<file path="config.mk">
export PLATFORM = sky130hd
export DESIGN_NAME = instruction_memory
export DESIGN_NICKNAME = d
export VERILOG_FILES = /design/src/rtl/instruction_memory_pkg.sv /design/src/rtl/instruction_memory_rom.sv /design/src/rtl/instruction_memory.sv
export SDC_FILE = /design/constraint.sdc
export NUM_CORES = 1
export LEC_CHECK = 0
export ABC_CLOCK_PERIOD_IN_PS = 1300
export CELL_PAD_IN_SITES_DETAIL_PLACEMENT = 0
export CELL_PAD_IN_SITES_GLOBAL_PLACEMENT = 2
export CORE_ASPECT_RATIO = 0.9
export CORE_MARGIN = 3
export CORE_UTILIZATION = 15
export CTS_CLUSTER_SIZE = 24
export DETAILED_ROUTE_END_ITERATION = 8
export GPL_ROUTABILITY_DRIVEN = 1
export GPL_TIMING_DRIVEN = 0
export HOLD_SLACK_MARGIN = 0.12
export PLACE_DENSITY = 0.95
export SLEW_MARGIN = 20
export SYNTH_ARGS = -nofsm -noshare
export SYNTH_HDL_FRONTEND = slang
export SYNTH_SLANG_ARGS = --single-unit
</file>
<file path="constraint.sdc">
create_clock -name CLK -period 1.3 [get_ports CLK]
set_input_delay 0.26 -clock CLK [delete_from_list [all_inputs] [get_ports CLK]]
set_output_delay 0.26 -clock CLK [all_outputs]
set_load 0.05 [all_outputs]
</file>
<file path="src/rtl/instruction_memory_pkg.sv">
// Shared constants for the instruction fetch ROM: the fixed boot program
// and helpers that expose it as a little-endian byte image.
package instruction_memory_pkg;

  localparam int unsigned PROG_WORDS = 8;
  localparam int unsigned PROG_BYTES = PROG_WORDS * 4;

  localparam logic [31:0] NOP = 32'h0000_0013;

  localparam logic [31:0] BOOT_W0 = 32'h0050_0093;  // addi x1,x0,5
  localparam logic [31:0] BOOT_W1 = 32'h00A0_0113;  // addi x2,x0,10
  localparam logic [31:0] BOOT_W2 = 32'h0020_81B3;  // add  x3,x1,x2
  localparam logic [31:0] BOOT_W3 = 32'h4020_8233;  // sub  x4,x1,x2
  localparam logic [31:0] BOOT_W4 = 32'h0020_F2B3;  // and  x5,x1,x2
  localparam logic [31:0] BOOT_W5 = 32'h0020_E333;  // or   x6,x1,x2
  localparam logic [31:0] BOOT_W6 = 32'h0020_C3B3;  // xor  x7,x1,x2
  localparam logic [31:0] BOOT_W7 = NOP;

  function automatic logic [31:0] boot_word(input logic [2:0] idx);
    logic [31:0] w;
    case (idx)
      3'd0:    w = BOOT_W0;
      3'd1:    w = BOOT_W1;
      3'd2:    w = BOOT_W2;
      3'd3:    w = BOOT_W3;
      3'd4:    w = BOOT_W4;
      3'd5:    w = BOOT_W5;
      3'd6:    w = BOOT_W6;
      default: w = BOOT_W7;
    endcase
    return w;
  endfunction

  // Byte image of the ROM; everything past the boot program reads as zero.
  function automatic logic [7:0] boot_byte(input int unsigned addr);
    logic [4:0]  a;
    logic [31:0] w;
    logic [7:0]  b;
    a = addr[4:0];
    w = boot_word(a[4:2]);
    case (a[1:0])
      2'd0:    b = w[7:0];
      2'd1:    b = w[15:8];
      2'd2:    b = w[23:16];
      default: b = w[31:24];
    endcase
    if (addr >= PROG_BYTES) b = 8'h00;
    return b;
  endfunction

endpackage

</file>
<file path="src/rtl/instruction_memory_rom.sv">
// Combinational byte-array ROM returning the little-endian word at a word index.
module instruction_memory_rom
  import instruction_memory_pkg::*;
#(
  parameter int unsigned MEM_BYTES = 64,
  parameter int unsigned ADDR_W    = $clog2(MEM_BYTES)
) (
  input  logic [ADDR_W-3:0] word_addr,
  output logic [31:0]       word
);

  logic [7:0] mem [MEM_BYTES];

  for (genvar i = 0; i < MEM_BYTES; i++) begin : g_byte
    assign mem[i] = boot_byte(i);
  end

  logic [ADDR_W-1:0] addr_b0;
  logic [ADDR_W-1:0] addr_b1;
  logic [ADDR_W-1:0] addr_b2;
  logic [ADDR_W-1:0] addr_b3;

  assign addr_b0 = {word_addr, 2'b00};
  assign addr_b1 = {word_addr, 2'b01};
  assign addr_b2 = {word_addr, 2'b10};
  assign addr_b3 = {word_addr, 2'b11};

  assign word = {mem[addr_b3], mem[addr_b2], mem[addr_b1], mem[addr_b0]};

endmodule

</file>
<file path="src/rtl/instruction_memory.sv">
// Instruction fetch ROM: word-aligned, wrapping PC lookup with a one-cycle
// registered output that clears asynchronously while RESET is low.
module instruction_memory
  import instruction_memory_pkg::*;
#(
  parameter int unsigned MEM_BYTES = 64,
  parameter int unsigned ADDR_W    = $clog2(MEM_BYTES)
) (
  input  logic        CLK,
  input  logic        RESET,
  input  logic [31:0] PC,
  output logic [31:0] INST_CODE
);

  // Low two bits force word alignment; high bits wrap modulo MEM_BYTES.
  logic [ADDR_W-3:0] word_addr_p0;
  logic [31:0]       word_p0;
  logic              unused_pc_bits;

  assign word_addr_p0   = PC[ADDR_W-1:2];
  assign unused_pc_bits = ^{PC[31:ADDR_W], PC[1:0]};

  instruction_memory_rom #(
    .MEM_BYTES (MEM_BYTES),
    .ADDR_W    (ADDR_W)
  ) u_rom (
    .word_addr (word_addr_p0),
    .word      (word_p0)
  );

  // p0 -> p1: registered fetch result
  logic [31:0] inst_p1;

  always_ff @(posedge CLK or negedge RESET) begin
    if (!RESET) inst_p1 <= '0;
    else        inst_p1 <= word_p0;
  end

  assign INST_CODE = inst_p1;

endmodule

</file>
* After elaboration in Yosys (flattened, before gate mapping)
Memory sizes are Yosys's and may differ from the RTL's. A register that Yosys moved wholly into a read port is not among the register bits. Cells that the tools add are included.
Storage, ports and cells: register bits after elaboration 0, ROM bits 2048, input port bits 34, logic and storage cells 12, memories 4
Memories:
- (name not given) | words 64, bits a word 8, read ports 1, clocked after Yosys merged registers in 1, wr ports 0, line instruction_memory_rom.sv:28 | assign word = {mem[addr_b3], mem[addr_b2], mem[addr_b1], mem[addr_b0]};
- (name not given) | words 64, bits a word 8, read ports 1, clocked after Yosys merged registers in 1, wr ports 0, line instruction_memory_rom.sv:28
- (name not given) | words 64, bits a word 8, read ports 1, clocked after Yosys merged registers in 1, wr ports 0, line instruction_memory_rom.sv:28
- (name not given) | words 64, bits a word 8, read ports 1, clocked after Yosys merged registers in 1, wr ports 0, line instruction_memory_rom.sv:28
Operators by class: bitwise logic cells 4, reduce and logical (&&, ||, !) cells 4
Operators with widths (number):
- 6-bit NOT with 7-bit output | 4
- 1-bit logical NOT | 4

* Logic depth before layout (Yosys ltp)
word-level depth 1, depth in mapped cells 3, depth with buffers taken out 3

* Cells and area by module
A second synthesis with hierarchy kept.
Unflattened totals: cell total of the unflattened synthesis 78, area total of the unflattened synthesis 1123.6 µm²
Modules (own cells, without submodules):
- instruction_memory | instances 1, cells an instance 32, area an instance 800.8 µm², sequential area each 800.8 µm²
- instruction_memory_rom | instances 1, cells an instance 46, area an instance 322.8 µm², sequential area each 0.0 µm²

* Worst setup path before layout
Ideal clock, no wire load.
kind register -> output, from register INST_CODE[4] (netlist name), to output INST_CODE[1], arrival 0.905 ns, required time 1.040 ns, setup slack 0.135 ns, cell stages (with the launch flop) 2, cells stage by stage dfrtp_1 -> buf_4
RTL lines:
- end: declaration | line instruction_memory.sv:12 | output logic [31:0] INST_CODE

* Final worst setup path
from input PC[2], to register inst_p1[8], in the netlist INST_CODE[8]
On the way: longest elaborated chain between the ends 1
RTL lines:
- start: declaration | line instruction_memory.sv:11 | input logic [31:0] PC,
- 6-bit NOT with 7-bit output (not written as such) | line instruction_memory_rom.sv:28
- end: declaration | line instruction_memory.sv:32 | logic [31:0] inst_p1;
Every way passes these cells.

==> summary.md <==
| Metric | Value |
|---|---|
| Status | `finished, final reports clean` |
| WS Path Type | `input pin to flip-flop` |
| Leak | `0.5309 nW` |
| Die width | `73.94 µm` |
| PnR worst setup slack | `0.05995 ns` |
| Setup tns final | `0 ns` |
| TritonCTS Buffers | `3` |
| CP Capture Type | `flip-flop` |
| Mapped Cells | `56` |
| H-tree depth | `1` |
| Post-Layout Cell Count | `142` |
| Post-synth top area cell | `dfrtp_1` |
| DR iter-0 viols | `1` |
| Global route total overflow | `0` |
| Num rows | `21` |
| Max clock buf depth | `2` |
| Top cells by area, synth | `dfrtp_1 (48%), buf_4 (24%), ha_1 (10%)` |
| CP Launch Type | `input pin` |
| GP Congestion | `0.7458` |
| Seq/Total Area, Yosys | `0.4819` |
| Clock transition at path regs | `0.05 ns` |
| Seq cells post-synth | `12` |
| CTS root buf | `clkbuf_8` |
| I/O Buffers | `21` |
| DP Worst Slack | `-0.2259 ns` |
| Vias in the first global route | `372` |
| Mean Syn Cell Area | `between 10 and 15 µm²` |
| Final Max Slew Viols | `0` |
| Distinct cell type count after synthesis | `13` |
| DP HPWL | `around 1 mm` |
| Hold Buf Count CTS | `0` |
| FMAX | `806.4 MHz` |
| Max-cap violations | `0` |
| Fin crit share | `0.9539` |
| DRT Wirelength | `1.135 mm` |
| Top-area cell type share of the netlist area | `0.4819` |
| Routed Antenna Nets | `0` |
| Tot GR Track Use | `0.04544` |
| Share of post-route cells with drive strength above 1 | `0.4479` |
| Peak VDD IR | `0.0002165 V` |
| Buffer count from post-CTS setup fixing | `0` |
| Drc violations | `0` |
| Nets | `136` |
| Die Y | `67.15 µm` |
| Core Area | `between 3000 and 4000 µm²` |
| CTS tree | `built` |
| Crit-path max FO | `5` |
| Netlist Area Pre-Place | `623.1 µm²` |
| DR WL/cell | `7.993 µm` |
| PostCTS Resize Cnt | `55` |
| Largest register FFs | `12` |
| Antenna Cells | `0` |
| Setup-failing EPs final | `0` |
| Final Power | `between 0.001 and 0.0015 W` |
| Hold WC Path Type | `input pin to async pin` |
| Core Util, Final | `0.2572` |
| CP required | `approximately 1.4 ns` |
| Power per cell area | `1136 nW/µm²` |
| Critical path data arrival time | `roughly 1.4 ns` |
| Final hold vios | `0` |
| Ports | `66` |
| Drt first pass iters | `3` |
| # fillers | `roughly 400` |
| # clock sinks | `12` |
| Final min period | `1.240 ns` |
| Unrepaired setup endpoints after global routing | `false` |
| Die area | `4964 µm²` |
| Avg Vias per Cell | `a little under 3` |
| Synth warn | `0` |
| Area grow syn2layout | `59.44%` |
| Largest net degree at the start of global routing | `13` |
| Initial Util | `0.1613` |
| Vias post-DR | `417` |
| Initial antenna violation count | `0` |
| First-pass GRT wire length | `around 1.6 mm` |
| Placed cell count | `between 100 and 150` |
==> synthesized netlist by cell type, drive strengths merged <==
cell type  instances
buf               20
ha                 5
inv                4
nor2b              1
dfrtp             12
conb               1
nor2               4
o21a               1
nand2b             1
a21boi             2
and3               1
a21oi              1
and2               3
==> cells by family (layout without fill, tap and decap cells) <==
group | after synthesis | in the layout | share of synthesized area
and+or+nand+nor | 10 | 10 | 0.08435
buffers and inverters | 24 | 49 | 0.2650
AOI/OAI and AO/OA | 4 | 4 | 0.06225
other | 1 | 16 | 0.006018
DFF | 12 | 12 | 0.4819
adders and majority gates | 5 | 5 | 0.1004
==> report_power, final <==
part / internal [W] / switching (W)
clock: 0.000267 / 0.000129
sequential: 0.000392 / 0.00000618
combinational: 0.0000971 / 0.000238
total: 0.000756 / 0.000373
==> cells in the final DEF, fill, tap and decap left out, drive strengths merged <==
cell,instances
and3,1
nand2b,1
a21oi,1
buf,25
nor2,4
a21boi,2
clkbuf,4
conb,16
o21a,1
nor2b,1
clkdlybuf4s50,5
inv,4
clkdlybuf4s15,11
dfrtp,12
and2,3
ha,5
==> per-layer routing <==
layer | share of wire | track usage | wire length, µm
met1 | 0.38 | 0.04796 | 429
met2 | 0.52 | 0.07301 | 590
met3 | 0.085 | 0.01339 | 97
met4 | 0.016 | 0.04072 | 18
met5 | 0 | 0 | 0
==> final timing paths <==
check	slack [ns]	end	startpoint	cells after the start
setup / recovery	0.06	INST_CODE[8]	PC[2]	4
hold / removal	0.36	INST_CODE[22]	RESET	1
max in group asynchronous	0.61	INST_CODE[30]	RESET	1
min in group CLK	0.65	INST_CODE[13]	PC[3]	2
==> metrics by stage <==
stage / hold WS, ns / area, µm²
global route: 0.4097 / 993.5
global placement: 0.6118 / 947.2
CTS: 0.3698 / 999.7
detailed placement: 0.6256 / 947.2
finish: 0.3563 / 993.5
floorplan: -0.03559 / 679.4
==> final cells by class <==
| class | count | area (µm²) | share of cell area |
|---|---|---|---|
| inverter | 4 | 15.01 | 0.01511 |
| tap | 46 | 57.56 | 0.05793 |
| buffer | 20 | 150.1 | 0.1511 |
| sequential | 12 | 300.3 | 0.3023 |
| clock buffer | 4 | 55.05 | 0.05542 |
| multi-input combinational | 35 | 214.0 | 0.2154 |
| timing repair buffer | 21 | 201.4 | 0.2028 |
==> worst max-delay path: stages <==
cell             delay [ns]
clkdlybuf4s50_1        0.57
inv_1                  0.11
ha_1                   0.29
nor2b_1                0.13
No activity file was read; power rests on OpenSTA's default activity.
